$ cat src/rtl/trdb_packet_decoder_if.sv
// Byte-stream in / parsed-packet out bundle for the trace packet decoder.
// slave = decoder side, master = byte source plus packet sink side.
interface trdb_packet_decoder_if #(
    parameter int MAX_PKT_BYTES = 16,
    parameter int PAYLOAD_W     = MAX_PKT_BYTES * 8,
    parameter int CNT_W         = 16
);
    logic                 flush_i;
    logic                 byte_valid_i;
    logic [7:0]           byte_i;
    logic                 byte_ready_o;
    logic                 pkt_valid_o;
    logic                 pkt_ready_i;
    logic [1:0]           format_o;
    logic [1:0]           subformat_o;
    logic [4:0]           length_o;
    logic [PAYLOAD_W-1:0] payload_o;
    logic                 err_o;
    logic [CNT_W-1:0]     pkt_count_o;

    modport slave (
        input  flush_i, byte_valid_i, byte_i, pkt_ready_i,
        output byte_ready_o, pkt_valid_o, format_o, subformat_o,
               length_o, payload_o, err_o, pkt_count_o
    );

    modport master (
        output flush_i, byte_valid_i, byte_i, pkt_ready_i,
        input  byte_ready_o, pkt_valid_o, format_o, subformat_o,
               length_o, payload_o, err_o, pkt_count_o
    );
endinterface

$ cat src/rtl/trdb_packet_decoder.sv
// Reassembles header+payload trace packets and emits format/subformat/payload.
// Packet valid one cycle after its last byte; bytes stall (ready=0) while a packet waits downstream.
module trdb_packet_decoder #(
    parameter int MAX_PKT_BYTES = 16,
    parameter int PAYLOAD_W     = MAX_PKT_BYTES * 8,
    parameter int CNT_W         = 16
) (
    input  logic                   clk_i,
    input  logic                   rst_ni,
    trdb_packet_decoder_if.slave   bus
);
    typedef enum logic [1:0] {
        F_OPT_EXT    = 2'd0,
        F_DIFF_DELTA = 2'd1,
        F_ADDR_ONLY  = 2'd2,
        F_SYNC       = 2'd3
    } trdb_format_e;

    typedef enum logic [1:0] {
        SF_START   = 2'd0,
        SF_TRAP    = 2'd1,
        SF_CONTEXT = 2'd2,
        SF_SUPPORT = 2'd3
    } trdb_f_sync_subformat_e;

    typedef enum logic [1:0] {
        S_HDR     = 2'd0,
        S_PAYLOAD = 2'd1,
        S_OUT     = 2'd2
    } state_e;

    localparam logic [4:0]       MAX_L   = 5'(MAX_PKT_BYTES);
    localparam logic [CNT_W-1:0] CNT_MAX = '1;

    state_e                 r_state;
    state_e                 w_state_nxt;
    logic [4:0]             r_len;
    logic [4:0]             r_idx;
    logic [PAYLOAD_W-1:0]   r_payload;
    trdb_format_e           r_format;
    trdb_f_sync_subformat_e r_subformat;
    logic [4:0]             r_length;
    logic                   r_err;
    logic [CNT_W-1:0]       r_pkt_count;

    logic                   w_byte_ready;
    logic                   w_pkt_valid;
    logic                   w_hdr_ok;
    logic                   w_last_byte;
    logic [3:0]             w_byte0;

    assign w_hdr_ok    = (bus.byte_i[7:5] == 3'b000) &&
                         (bus.byte_i[4:0] != 5'd0) &&
                         (bus.byte_i[4:0] <= MAX_L);
    assign w_last_byte = (r_idx == r_len - 5'd1);
    // For a one-byte packet the format byte is still on the bus, not yet in r_payload.
    assign w_byte0     = (r_idx == 5'd0) ? bus.byte_i[3:0] : r_payload[3:0];

    always_ff @(posedge clk_i or negedge rst_ni) begin
        if (!rst_ni) begin
            r_state <= S_HDR;
        end else begin
            r_state <= w_state_nxt;
        end
    end

    always_comb begin
        w_state_nxt = r_state;
        if (bus.flush_i) begin
            w_state_nxt = S_HDR;
        end else begin
            case (r_state)
                S_HDR:     if (bus.byte_valid_i && w_hdr_ok) w_state_nxt = S_PAYLOAD;
                S_PAYLOAD: if (bus.byte_valid_i && w_last_byte) w_state_nxt = S_OUT;
                S_OUT:     if (bus.pkt_ready_i) w_state_nxt = S_HDR;
                default:   w_state_nxt = S_HDR;
            endcase
        end
    end

    always_comb begin
        w_byte_ready = 1'b0;
        w_pkt_valid  = 1'b0;
        case (r_state)
            S_HDR:     w_byte_ready = 1'b1;
            S_PAYLOAD: w_byte_ready = 1'b1;
            S_OUT:     w_pkt_valid  = 1'b1;
            default:   w_byte_ready = 1'b0;
        endcase
    end

    always_ff @(posedge clk_i or negedge rst_ni) begin
        if (!rst_ni) begin
            r_len       <= 5'd0;
            r_idx       <= 5'd0;
            r_payload   <= '0;
            r_format    <= F_OPT_EXT;
            r_subformat <= SF_START;
            r_length    <= 5'd0;
            r_err       <= 1'b0;
            r_pkt_count <= '0;
        end else begin
            r_err <= 1'b0;
            if (!bus.flush_i) begin
                case (r_state)
                    S_HDR: begin
                        if (bus.byte_valid_i) begin
                            if (w_hdr_ok) begin
                                r_len     <= bus.byte_i[4:0];
                                r_idx     <= 5'd0;
                                r_payload <= '0;
                            end else begin
                                r_err <= 1'b1;
                            end
                        end
                    end
                    S_PAYLOAD: begin
                        if (bus.byte_valid_i) begin
                            for (int i = 0; i < MAX_PKT_BYTES; i++) begin
                                if (r_idx == 5'(i)) r_payload[i*8 +: 8] <= bus.byte_i;
                            end
                            r_idx <= r_idx + 5'd1;
                            if (w_last_byte) begin
                                r_format    <= trdb_format_e'(w_byte0[1:0]);
                                r_subformat <= (w_byte0[1:0] == F_SYNC) ?
                                               trdb_f_sync_subformat_e'(w_byte0[3:2]) : SF_START;
                                r_length    <= r_len;
                            end
                        end
                    end
                    S_OUT: begin
                        if (bus.pkt_ready_i && (r_pkt_count != CNT_MAX)) begin
                            r_pkt_count <= r_pkt_count + 1'b1;
                        end
                    end
                    default: ;
                endcase
            end
        end
    end

    assign bus.byte_ready_o = w_byte_ready;
    assign bus.pkt_valid_o  = w_pkt_valid;
    assign bus.format_o     = r_format;
    assign bus.subformat_o  = r_subformat;
    assign bus.length_o     = r_length;
    assign bus.payload_o    = r_payload;
    assign bus.err_o        = r_err;
    assign bus.pkt_count_o  = r_pkt_count;
endmodule

$ cat src/flat_wrapper.sv
// flat-port wrapper written by rule: the top's interface ports become plain ports
module trdb_packet_decoder_flat 
#(
    parameter int MAX_PKT_BYTES = 16,
    parameter int PAYLOAD_W     = MAX_PKT_BYTES * 8,
    parameter int CNT_W         = 16
)
  (clk_i, rst_ni, bus_flush_i, bus_byte_valid_i, bus_byte_i, bus_pkt_ready_i, bus_byte_ready_o, bus_pkt_valid_o, bus_format_o, bus_subformat_o, bus_length_o, bus_payload_o, bus_err_o, bus_pkt_count_o);
  trdb_packet_decoder_if #(.MAX_PKT_BYTES(MAX_PKT_BYTES), .PAYLOAD_W(PAYLOAD_W), .CNT_W(CNT_W)) bus_i ();
  input  logic clk_i;
  input  logic rst_ni;
  input wire logic [$bits(bus_i.flush_i)-1:0] bus_flush_i;
  input wire logic [$bits(bus_i.byte_valid_i)-1:0] bus_byte_valid_i;
  input wire logic [$bits(bus_i.byte_i)-1:0] bus_byte_i;
  input wire logic [$bits(bus_i.pkt_ready_i)-1:0] bus_pkt_ready_i;
  output wire logic [$bits(bus_i.byte_ready_o)-1:0] bus_byte_ready_o;
  output wire logic [$bits(bus_i.pkt_valid_o)-1:0] bus_pkt_valid_o;
  output wire logic [$bits(bus_i.format_o)-1:0] bus_format_o;
  output wire logic [$bits(bus_i.subformat_o)-1:0] bus_subformat_o;
  output wire logic [$bits(bus_i.length_o)-1:0] bus_length_o;
  output wire logic [$bits(bus_i.payload_o)-1:0] bus_payload_o;
  output wire logic [$bits(bus_i.err_o)-1:0] bus_err_o;
  output wire logic [$bits(bus_i.pkt_count_o)-1:0] bus_pkt_count_o;
  assign bus_i.flush_i = bus_flush_i;
  assign bus_i.byte_valid_i = bus_byte_valid_i;
  assign bus_i.byte_i = bus_byte_i;
  assign bus_i.pkt_ready_i = bus_pkt_ready_i;
  assign bus_byte_ready_o = bus_i.byte_ready_o;
  assign bus_pkt_valid_o = bus_i.pkt_valid_o;
  assign bus_format_o = bus_i.format_o;
  assign bus_subformat_o = bus_i.subformat_o;
  assign bus_length_o = bus_i.length_o;
  assign bus_payload_o = bus_i.payload_o;
  assign bus_err_o = bus_i.err_o;
  assign bus_pkt_count_o = bus_i.pkt_count_o;
  trdb_packet_decoder #(.MAX_PKT_BYTES(MAX_PKT_BYTES), .PAYLOAD_W(PAYLOAD_W), .CNT_W(CNT_W)) u_core (.clk_i(clk_i), .rst_ni(rst_ni), .bus(bus_i));
endmodule
$ cat config.mk
export PLATFORM = sky130hd
export DESIGN_NAME = trdb_packet_decoder_flat
export DESIGN_NICKNAME = d
export VERILOG_FILES = /design/src/rtl/trdb_packet_decoder_if.sv /design/src/rtl/trdb_packet_decoder.sv /design/src/flat_wrapper.sv
export SDC_FILE = /design/constraint.sdc
export NUM_CORES = 1
export LEC_CHECK = 0
export BUFFER_PORTS_ARGS = -buffer_cell sky130_fd_sc_hd__buf_4
export CAP_MARGIN = 20
export CORE_MARGIN = 2
export CORE_UTILIZATION = 40
export DETAILED_ROUTE_END_ITERATION = 12
export HOLD_SLACK_MARGIN = 0.15
export PLACE_DENSITY = 0.61
export SYNTH_ARGS = -nofsm -noshare
export SYNTH_HDL_FRONTEND = slang
export SYNTH_SLANG_ARGS = --single-unit
$ cat constraint.sdc
create_clock -name clk_i -period 4.8 [get_ports clk_i]
set_input_delay 0.96 -clock clk_i [delete_from_list [all_inputs] [get_ports clk_i]]
set_output_delay 0.96 -clock clk_i [all_outputs]
set_load 0.005 [all_outputs]
==> impl_results.md, run 1 <==
* Core footprint at 18000 µm²
* Hold Path Class: flop to flop
* Critical path class: input port to flop
* First-pass GRT wire length at 30800 µm
* Vias in the first global route at 5447
* Unique cell type count in the Yosys netlist at 47
* Max_slew headroom at 41.7%
* P_leak at 4.63 nW
* Register bit total from synthesis at 166
* Outcome: completed
* WL per Instance at 19.2 µm
* Syn_area_per_cell at 11.9 µm²
* Sequential area share after synthesis at 56.6%
* CP arrival at 3.07 ns
* Final wirelength at 19400 µm
* Final-stage net count at 789
* Row cnt at 49
* Area of the die at 19400 µm²
* Syn Inst Count at 615
* Routed Antenna Nets at 0
* Antenna cells at 0
* Slowest cell on crit path: nand3_4
* GR Overflow Total at 0
* Die width at 139 µm
* Pwr Total at 2.98 mW
* Number of flops mapped to enable cells by yosys at 0
* PwrDens at 319 nW/µm²
* # hold bufs at CTS at 0
* Layout Utilization at 51.9%
* DRT Pass-1 Iters at 5
* Root Buffer: clkbuf_16
* Routability Congestion at 0.806
* Worst path top cell family by delay: simple AND/OR/NAND/NOR gates
* Final Max Slew Viols at 0
* H-tree levels at 4
* Tcrit/Tclk final at 58.8%
* Via density at 5.38
* Crit end category: flop
* Critical path's largest stage delay at 0.50 ns
* Mapped Nets at 635
* IO Pins at 169
* Nature of the critical path startpoint: input port
* Initial core utilization at 40.8%
* CTS sink cnt at 166
* CP dominant cell by count: buf_4
* Cts bufs inserted at 17
* Placement Cell Area at 8730 µm²
* Final Instance Area at 9330 µm²
* Drt first-iter violations at 264
* Finish-stage setup viols at 0
* Max Cap Violations at 0
* Post-route DRC at 0
* Tmin final at 2.82 ns
* CTS tree: built
* Die height at 139 µm
* Setup TNS at 0 ns
* Fmax at 354 MHz
* Critical-path cell list: buf_4, or3b_4, nor2_1, nand3_4, buf_4, nand2_1, mux2i_1
* Critical Path Fanout Max at 54
* Antenna violations before repair at 0
* Final Hold Viols at 0
* IO buf count at 168
* Via count at 5439
* RSZ-0062 raised after global routing: false
* Setup bufs post-CTS at 0
* Synthesis-to-finish area growth at 27.2%
* Layout cell share with drive strength beyond 1 at 30.2%
* HPWL after detailed placement at 13400 µm
* Clk Latency, worst-skew pair at 0.42 ns
* Synth Cell Area at 7330 µm²
* Req. time, crit path at 5.05 ns
* CP Buf/Inv Count at 2
* CTS clk-pin slew, worst paths at 0.06 ns
* Max VDD drop at 0.254 mV
* Synth Warn # at 0
* Ys flop type: dfrtp_1
* Tot GR Track Use at 20.2%
* Worst slew pin tran at 0.868 ns
* Largest net degree at the start of global routing at 80
* CTS resizes at 0
* Worst Skew at 0.0135 ns
* Ys async rst share at 100%
* Bufs on Longest Clock Path at 2
[synth_stat cells, types with 2 or more instances]
library cell | instances | share of area, %
a21boi_0 | 2 | 0.20
a21oi_1 | 6 | 0.41
a22o_1 | 9 | 1.1
a311oi_1 | 2 | 0.24
a31oi_1 | 4 | 0.34
and3_1 | 12 | 1.0
and4_1 | 3 | 0.36
buf_1 | 9 | 0.46
buf_2 | 4 | 0.27
buf_4 | 3 | 0.31
buf_6 | 6 | 0.92
clkbuf_1 | 15 | 0.77
dfrtp_1 | 166 | 57
ha_1 | 7 | 1.2
inv_1 | 12 | 0.61
mux2_2 | 18 | 2.8
mux2i_1 | 99 | 14
nand2_1 | 120 | 6.1
nand2b_1 | 3 | 0.26
nand3_1 | 15 | 1.0
nand4_1 | 3 | 0.26
nor2_1 | 12 | 0.61
nor2b_1 | 2 | 0.17
nor3_1 | 2 | 0.14
nor3_2 | 2 | 0.27
nor4_4 | 5 | 1.5
o21ai_0 | 10 | 0.68
o2bb2ai_1 | 25 | 3.0
or3_1 | 3 | 0.26
or4b_1 | 3 | 0.41
xnor2_1 | 11 | 1.3
xor2_1 | 7 | 0.84
[through the flow]
| step | hold slack, ns | setup slack (ns) | instances |
|---|---|---|---|
| global route | 0.510 | 1.86 | 1011 |
| finish | 0.490 | 1.98 | 1011 |
| CTS | 0.498 | 1.98 | 1011 |
| floorplan | 0.479 | 2.24 | 615 |
| detailed placement | 0.479 | 1.53 | 979 |
| global placement | 0.477 | 1.58 | 979 |
[worst paths after layout]
| check | start | to | slack, ns | depth (start not counted) |
|---|---|---|---|---|
| worst max-delay path | bus_flush_i | u_core.bus.payload_o[97]$_DFFE_PN0P_ | 1.98 | 7 |
| worst min-delay path | u_core.bus.payload_o[69]$_DFFE_PN0P_ | u_core.bus.payload_o[69]$_DFFE_PN0P_ | 0.49 | 1 |
| worst max register to register | u_core.r_state[1]$_DFFE_PN0P_ | u_core.bus.payload_o[97]$_DFFE_PN0P_ | 2.12 | 6 |
| worst min register to register | u_core.bus.payload_o[69]$_DFFE_PN0P_ | u_core.bus.payload_o[69]$_DFFE_PN0P_ | 0.49 | 1 |
| max in group asynchronous | rst_ni | u_core.bus.pkt_count_o[0]$_DFFE_PN0P_ | 3.09 | 2 |
| min in group asynchronous | rst_ni | u_core.bus.payload_o[27]$_DFFE_PN0P_ | 0.56 | 1 |
[area by class of cell]
class / instances / area (µm²)
tap: 229 / 287
inverter: 12 / 45.0
timing repair buffer: 172 / 1290
clock inverter: 12 / 141
clock buffer: 20 / 457
multi-input combinational: 400 / 2950
fill: 1639 / 8630
sequential: 166 / 4150
[cell usage in the layout, fill, tap and decap left out, types with 3 or more instances in the layout]
cell | synthesis | routed
a21oi_1 | 6 | 6
a22o_1 | 9 | 9
a31oi_1 | 4 | 4
and3_1 | 12 | 12
and4_1 | 3 | 3
buf_4 | 3 | 171
clkbuf_16 | 0 | 17
clkinvlp_4 | 0 | 4
dfrtp_1 | 166 | 166
ha_1 | 7 | 7
inv_1 | 12 | 12
inv_6 | 0 | 3
mux2_2 | 18 | 18
mux2i_1 | 99 | 99
nand2_1 | 120 | 120
nand2b_1 | 3 | 3
nand3_1 | 15 | 14
nand4_1 | 3 | 3
nor2_1 | 12 | 12
nor4_4 | 5 | 5
o21ai_0 | 10 | 10
o2bb2ai_1 | 25 | 25
or3_1 | 3 | 3
or4b_1 | 3 | 3
xnor2_1 | 11 | 11
xor2_1 | 7 | 7
[where the power goes]
group,internal [mW],switching (mW),leakage [nW],total [mW]
clock network,0.802,0.568,0.282,1.37
registers,1.41,0.0210,2.31,1.43
logic,0.0598,0.111,2.04,0.171
total,2.27,0.700,4.63,2.98
[sequential cells by signal, indices dropped and copies added, names as in the netlist]
signal,count
u_core.bus.err_o,1
u_core.bus.format_o,2
u_core.bus.length_o,5
u_core.bus.payload_o,128
u_core.bus.pkt_count_o,16
u_core.bus.subformat_o,2
u_core.r_idx,5
u_core.r_len,5
u_core.r_state,2
[logic make-up (layout without fill, tap and decap cells)]
logic type / count (synthesis) / after routing / synth area share, %
compound gates: 63 / 63 / 6.67
xor+xnor: 19 / 19 / 2.37
fa+ha+maj: 7 / 7 / 1.19
buf+inv: 49 / 216 / 3.34
flops: 166 / 166 / 56.6
mux: 117 / 117 / 16.3
simple gates: 194 / 194 / 13.5
[layer usage]
| layer | global-route usage (%) | wire length, µm | vias up | part of all wire, % |
|---|---|---|---|---|
| met5 | 0 | 0 | - | 0 |
| met4 | 4.94 | 226 | 0 | 1.2 |
| met3 | 4.37 | 1160 | 14 | 6.0 |
| met2 | 32.1 | 9300 | 184 | 48 |
| met1 | 28.3 | 8760 | 2781 | 45 |
| li1 | - | - | 2460 | - |
(Power assumes the default switching activity.)
==> run 2: changes to the inputs <==
- ABC_AREA: not set -> 1
- PLACE_DENSITY: 0.61 -> 0.64
- clock period: 4.8 -> 2.4 ns (I/O delays scaled with it)
==> run 2 against run 1 <==
  * Die area shrank 2.2%
  * Setup slack got worse by 1.6 ns
  * Non-clock buffer count grew 15
  * Combinational power grew to 6.2 times the previous value
  * Clock skew fell by 0.0028 ns
  * Routed wire length fell by 0.67%
  * Sequential power rose by 120%
  * Hold slack worse by 0.18 ns
  * Clock power increased by 110%
  * Critical path depth is 1 higher
  * Final area fell by 0.90%
  * Global-route usage up 0.92 points
==> impl_results.md, run 2 <==
* Outcome: completed
* Worst slack at placement at 0.312 ns (-1.22 ns)
* Synth Area in Simple Gates at 22.9% (+9.4 points)
* Final Max Slew Viols at 0 (unchanged)
* P_leak at 4.46 nW (-3.6%)
* Core footprint at 17400 µm² (-3.0%)
* Root Buffer: clkbuf_16
* Mux cell area share after synthesis at 0% (-16 points)
* GR Overflow Total at 0 (unchanged)
* Final-stage net count at 968 (+23%)
* Synthesis-to-finish area growth at 29.0%
* Routed Antenna Nets at 0 (unchanged)
* Nature of the critical path startpoint: flop
* Layout cell share with drive strength beyond 1 at 25.5% (-4.7 points)
* Yosys top cell by area: dfrtp_1
* Final wirelength at 19300 µm (-0.67%)
* Max Cap Violations at 0 (unchanged)
* Routability Congestion at 0.793 (-1.6%)
* CTS clk-pin slew, worst paths at 0.07 ns (about the same)
* Ys async rst share at 100% (unchanged)
* Hold Path Class: input port to flop
* Die width at 138 µm (-1.1%)
* Synth Area in XOR/XNOR at 1.47% (-0.91 points)
* Synth Warn # at 0 (unchanged)
* Main combinational cell family by area after synthesis: simple AND/OR/NAND/NOR gates
* Compound-Gate Fraction of Synth Area at 11.1% (+4.4 points)
* Layout Utilization at 53.1% (+1.1 points)
* Largest net degree at the start of global routing at 84 (+5.0%)
* Drt first-iter violations at 327 (+24%)
* WL per Instance at 16.3 µm (-15%)
* Final Instance Area at 9250 µm² (-0.90%)
* Synth top area share at 58.0% (+1.3 points)
* IO buf count at 168 (unchanged)
* First-pass GRT wire length at 30300 µm (-1.7%)
* Count leader, synth: nand2_1
* CTS tree: built
* Switching power at 2.00 mW (+190%)
* HPWL after detailed placement at 13100 µm (-2.3%)
* Bufs on Longest Clock Path at 2 (unchanged)
* Clk pwr share at 40.5% (-5.6 points)
* Placement Cell Area at 8620 µm² (-1.3%)
* Area contributors post-synth: dfrtp_1 58%, nand2_1 14%, o21ai_1 5.4%
* Syn_area_per_cell at 9.24 µm² (-23%)
* Post-route DRC at 0 (unchanged)
* Area of the die at 19000 µm² (-2.2%)
* Synth Cell Area at 7170 µm² (-2.3%)
* Critical Path Fanout Max at 23 (-57%)
* Power Internal at 5.10 mW (+120%)
* PnR worst setup slack at 0.414 ns (-1.56 ns)
* Req. time, crit path at 2.71 ns (-2.34 ns)
* CTS resizes at 0 (unchanged)
* Crit end category: flop
* RSZ-0062 raised after global routing: false
* Critical path class: flop to flop
* Antenna cells at 0 (unchanged)
* DRT Pass-1 Iters at 5 (unchanged)
* Final Hold Viols at 0 (unchanged)
* Row cnt at 48 (-2.0%)
* Tmin final at 1.99 ns
* PwrDens at 768 nW/µm² (+140%)
* Most frequent cells in the layout: 274 x nand2_1, 183 x buf_4, 166 x dfrtp_1, 78 x o21ai_1, 76 x o21ai_0
* Sequential Power Share at 44.6% (-3.6 points)
* Cts bufs inserted at 17 (unchanged)
* Sequential area share after synthesis at 58.0% (+1.3 points)
* Clk Latency, worst-skew pair at 0.43 ns (about the same)
* IO Pins at 169 (unchanged)
* Tot GR Track Use at 21.1% (+0.92 points)
* Syn Inst Count at 776 (+26%)
* Number of flops mapped to enable cells by yosys at 0 (unchanged)
* H-tree levels at 4 (unchanged)
* Vias in the first global route at 5521 (+1.4%)
* Largest register FFs at 128 (unchanged)
* Sw frac at 28.2% (+4.6 points)
* CP arrival at 2.29 ns (-0.78 ns)
* CTS sink cnt at 166 (unchanged)
* Unique cell type count in the Yosys netlist at 31 (-34%)
* Pwr Total at 7.10 mW (+140%)
* Initial core utilization at 41.2% (+0.33 points)
* Tcrit/Tclk final at 82.7%
* Mapped Nets at 796 (+25%)
* Via count at 5794 (+6.5%)
* Max_slew headroom at 50.3% (+8.6 points)
* Register bit total from synthesis at 166 (unchanged)
* Via density at 4.89 (-9.2%)
* Finish-stage setup viols at 0 (unchanged)
* Adder-cell share of the synthesized area at 1.22% (+0.028 points)
* Worst Skew at 0.0107 ns (-0.00283 ns)
* Post-synth top cells: 274 x nand2_1, 166 x dfrtp_1, 78 x o21ai_1
* Max VDD drop at 0.547 mV (+110%)
* Worst slew pin tran at 0.744 ns (-0.124 ns)
* Die height at 138 µm (-1.1%)
* Fmax at 504 MHz
* Comb power frac at 14.9% (+9.2 points)
* Antenna violations before repair at 0 (unchanged)
* Ys flop type: dfrtp_1
* Most common cell after layout, fill and taps aside: nand2_1
* Setup TNS at 0 ns (unchanged)
-- run 2: cell count changes after synthesis, moves of 10 or more --
cell and change:
o2bb2ai_1 -25, inv_1 +19, nor2_1 +11, o21ai_0 +66
o21ai_1 +78, mux2_2 -18, clkbuf_1 -10, and3_1 -12
mux2i_1 -99, nand3_1 +15, nand2_1 +154
-- run 2: per-stage QoR --
| stage | std cells | hold WS (ns) |
|---|---|---|
| final | 1186 | 0.315 |
| after global routing | 1186 | 0.314 |
| after CTS | 1186 | 0.295 |
| after detailed placement | 1153 | 0.319 |
| after global placement | 1153 | 0.319 |
| after floorplan | 776 | 0.184 |
-- run 2: layout make-up --
cell class | count | area [µm²]
inverters | 34 | 128
clock buffers | 18 | 429
fillers | 1641 | 8170
well taps | 225 | 282
flip-flops and latches | 166 | 4150
multi-input cells | 542 | 2630
clock inverters | 14 | 189
repair buffers | 187 | 1440
-- run 2: critical path, cell delays in order, from the launching register on --
cell and delay [ns]:
dfrtp_1 0.43, ha_1 0.22, nand3_1 0.15, nor2_2 0.20, nand2_2 0.11, o21ai_4 0.31, inv_2 0.24, nand2_1 0.13
o21ai_1 0.07
-- run 2: final timing paths --
kind	slack (ns)	cells after the start	end	from
worst max-delay path	0.41	8	u_core.bus.pkt_count_o[13]$_DFFE_PN0P_	u_core.bus.pkt_count_o[0]$_DFFE_PN0P_
min in group asynchronous	0.43	2	u_core.bus.pkt_count_o[1]$_DFFE_PN0P_	rst_ni
max in group asynchronous	1.28	3	u_core.bus.payload_o[95]$_DFFE_PN0P_	rst_ni
worst min-delay path	0.31	3	u_core.r_len[1]$_DFFE_PN0P_	bus_byte_i[1]
worst min register to register	0.49	2	u_core.bus.format_o[1]$_DFFE_PN0P_	u_core.bus.format_o[1]$_DFFE_PN0P_
worst max register to register	0.41	8	u_core.bus.pkt_count_o[13]$_DFFE_PN0P_	u_core.bus.pkt_count_o[0]$_DFFE_PN0P_
-- run 2: cells by family (layout without fill, tap and decap cells) --
kind of cell,count (synthesis),in the layout
AO/OA/AOI/OAI,157,157
AND/OR/NAND/NOR,366,366
flip-flops,166,166
adder cells (fa/ha/maj),7,7
XOR/XNOR,12,12
buffers and inverters,68,253
-- run 2: metal layers --
layer  GRT usage [%]  wire length (µm)  vias up
li1                -                 -     2876
met1            27.2              8430     2769
met2            34.9              9550      130
met3            5.88              1090       19
met4            5.90               256        0
met5               0                 0        -
-- run 2: power by group through the flow --
stage | Sequential [mW] | Clock, mW | Combinational (mW)
3_5_place_dp | 3.22 | 0 | 1.06
4_1_cts | 3.17 | 2.93 | 1.07
3_3_place_gp | 3.22 | 0 | 1.04
6_report | 3.17 | 2.88 | 1.06
5_1_grt | 3.19 | 3.05 | 1.20
2_1_floorplan | 3.19 | 0 | 0.573
-- run 2: what timing repair did --
item                                   4_1_cts  5_1_grt
hold buffers                                 1        0
endpoints found under the hold margin       13        0
setup buffers                                0        0
==> run 3: changes to the inputs <==
- PLACE_DENSITY: 0.64 -> 0.61
- clock period: 2.4 -> 2 ns (I/O delays scaled with it)
==> run 3 against run 2 <==
  * Global-route usage is 0.37 points higher
  * Combinational power is 23% higher
  * Routed wire length is 2.5% higher
  * Setup slack worse by 0.19 ns
  * Sequential cell count stayed put
  * Hold slack worse by 0.082 ns
  * Clock power is 13% higher
  * Critical path type unchanged
  * Largest cell class unchanged
==> impl_results.md, run 3 (synthesized netlist as in run 2, its figures left out) <==
* Outcome: completed
* Via count at 5827 (+0.57%)
* Hold Path Class: input port to flop
* FF-to-FF path depth at 10 (+2)
* CP arrival at 2.08 ns (-0.21 ns)
* GR Overflow Total at 0 (unchanged)
* Vias in the first global route at 5617 (+1.7%)
* Tcrit/Tclk final at 88.9% (+6.2 points)
* Reg2reg start: u_core.r_len[0]$_DFFE_PN0P_
* Req. time, crit path at 2.30 ns (-0.41 ns)
* IO Pins at 169 (unchanged)
* Min-Delay Path Depth at 3 (unchanged)
* Most frequent cells in the layout: 274 x nand2_1, 194 x buf_4, 166 x dfrtp_1, 78 x o21ai_1, 76 x o21ai_0
* R2r setup slk at 0.22 ns (-0.19 ns)
* Antenna violations before repair at 0 (unchanged)
* Worst slew pin tran at 0.456 ns (-0.288 ns)
* Filler instances at 1645 (+0.24%)
* Die height at 138 µm (unchanged)
* CTS sink cnt at 166 (unchanged)
* PwrDens at 894 nW/µm² (+16%)
* Root Buffer: clkbuf_16
* Final non-filler cell total at 1198 (+1.0%)
* Bufs on Longest Clock Path at 2 (unchanged)
* Crit end category: flop
* Most common cell after layout, fill and taps aside: nand2_1
* Layout cell share with drive strength beyond 1 at 26.5% (+1.0 points)
* CTS tree: built
* Tot GR Track Use at 21.4% (+0.37 points)
* HPWL after detailed placement at 13900 µm (+6.0%)
* Max_slew headroom at 69.4% (+19 points)
* Max Cap Violations at 0 (unchanged)
* Hold Path End: u_core.r_len[4]$_DFFE_PN0P_
* Largest register FFs at 128 (unchanged)
* RSZ-0062 raised after global routing: false
* Final-stage net count at 980 (+1.2%)
* Area of the die at 19000 µm² (unchanged)
* Antenna cells at 0 (unchanged)
* Synthesis-to-finish area growth at 30.2%
* IO buf count at 168 (unchanged)
* Final wirelength at 19800 µm (+2.5%)
* Finish-stage setup viols at 0 (unchanged)
* Final Instance Area at 9340 µm² (+0.95%)
* Critical Path Fanout Max at 14 (-39%)
* Setup bufs post-CTS at 0 (unchanged)
* Placed cells at 1165 (+1.0%)
* Setup TNS at 0 ns (unchanged)
* Largest net degree at the start of global routing at 49 (-42%)
* Final Hold Viols at 0 (unchanged)
* Via density at 4.86 (-0.44%)
* Tmin final at 1.78 ns (-0.208 ns)
* Worst Skew at 0.0137 ns (+0.00303 ns)
* H-tree levels at 4 (unchanged)
* Cts bufs inserted at 17 (unchanged)
* WL per Instance at 16.5 µm (+1.5%)
* Row cnt at 48 (unchanged)
* Core footprint at 17400 µm² (unchanged)
* Beginning of the worst hold path: bus_byte_i[4]
* Nature of the critical path startpoint: flop
* Clk Latency, worst-skew pair at 0.43 ns (about the same)
* First-pass GRT wire length at 30800 µm (+1.8%)
* Initial core utilization at 41.2% (unchanged)
* Fmax at 562 MHz (+12%)
* CTS clk-pin slew, worst paths at 0.07 ns (about the same)
* Area of the multi-input gates at 2640 µm² (+0.48%)
* Max VDD drop at 0.554 mV (+1.4%)
* Post-route DRC at 0 (unchanged)
* Critical path class: flop to flop
* P_leak at 4.53 nW (+1.4%)
* Register Area at 4150 µm² (unchanged)
* Hold slack at 0.233 ns (-0.0821 ns)
* Pwr Total at 8.35 mW (+18%)
* Die width at 138 µm (unchanged)
* Routed Antenna Nets at 0 (unchanged)
* DRT Pass-1 Iters at 4 (-1)
* Placement Cell Area at 8720 µm² (+1.2%)
* Routability Congestion at 0.864 (+8.9%)
* Reg2Reg Capture Point: u_core.bus.length_o[4]$_DFFE_PN0P_
* Drt first-iter violations at 269 (-18%)
* Final Max Slew Viols at 0 (unchanged)
==> run 3: changes by cell type in the layout (fill, tap and decap cells not counted), sizes merged <==
cell	delta
clkbuf	-1
clkinvlp	+1
buf	+12
clkinv	+2
bufinv	-2
==> run 3: worst max-delay path: stages, from the launching register on <==
cell	delay, ns
dfrtp_1	0.41
inv_1	0.12
ha_1	0.33
nand2_1	0.07
nand2_1	0.05
nor3_1	0.17
nand2_1	0.12
nor2_4	0.13
nand2_4	0.12
nand2_1	0.08
o21ai_1	0.06
==> run 3: worst max path at each step <==
| stage | start | endpoint | slack, ns | cells past startpoint |
|---|---|---|---|---|
| after global routing | u_core.r_idx[2]$_DFFE_PN0P_ | u_core.bus.payload_o[34]$_DFFE_PN0P_ | 0.02 | 7 |
| after global placement | bus_byte_i[6] | u_core.bus.payload_o[66]$_DFFE_PN0P_ | 0.1 | 8 |
| final | u_core.r_len[0]$_DFFE_PN0P_ | u_core.bus.length_o[4]$_DFFE_PN0P_ | 0.22 | 10 |
| after detailed placement | bus_byte_i[6] | u_core.bus.payload_o[66]$_DFFE_PN0P_ | 0.06 | 8 |
| after floorplan | u_core.r_len[0]$_DFFE_PN0P_ | u_core.bus.length_o[3]$_DFFE_PN0P_ | 0.29 | 11 |
| after CTS | u_core.r_len[0]$_DFFE_PN0P_ | u_core.bus.length_o[4]$_DFFE_PN0P_ | 0.15 | 10 |
==> run 3: metal layers <==
| layer | global-route usage, % | up-vias | wire length [µm] |
|---|---|---|---|
| li1 | - | 2894 | - |
| met1 | 28.6 | 2761 | 8720 |
| met2 | 34.1 | 148 | 9530 |
| met3 | 5.52 | 24 | 1140 |
| met4 | 7.48 | 0 | 412 |
| met5 | 0 | - | 0 |
==> run 3: stage by stage <==
step / worst slack (ns) / util (%)
final: 0.222 / 53.6
after global routing: 0.0224 / 53.6
after CTS: 0.147 / 53.5
after detailed placement: 0.0630 / 50.1
after global placement: 0.0971 / 50.1
after floorplan: 0.285 / -
==> run 3: where the power goes <==
| part | switching, mW | internal, mW |
|---|---|---|
| Sequential | 0.194 | 3.61 |
| Combinational | 0.760 | 0.542 |
| Clock | 1.48 | 1.77 |
==> run 3: area by class of cell <==
class | count | share of cell area (%)
Clock buffer | 17 | 4.56
Clock inverter | 15 | 1.77
Inverter | 34 | 1.37
Multi-Input combinational cell | 542 | 28.3
Sequential cell | 166 | 44.5
Tap cell | 225 | 3.02
Timing Repair Buffer | 199 | 16.5
==> run 3: repair_timing <==
item | CTS | global route
endpoints found under the setup margin | 0 | 8
hold buffers | 1 | 0
gates resized for setup | 0 | 2
hold endpoints to repair | 27 | 0
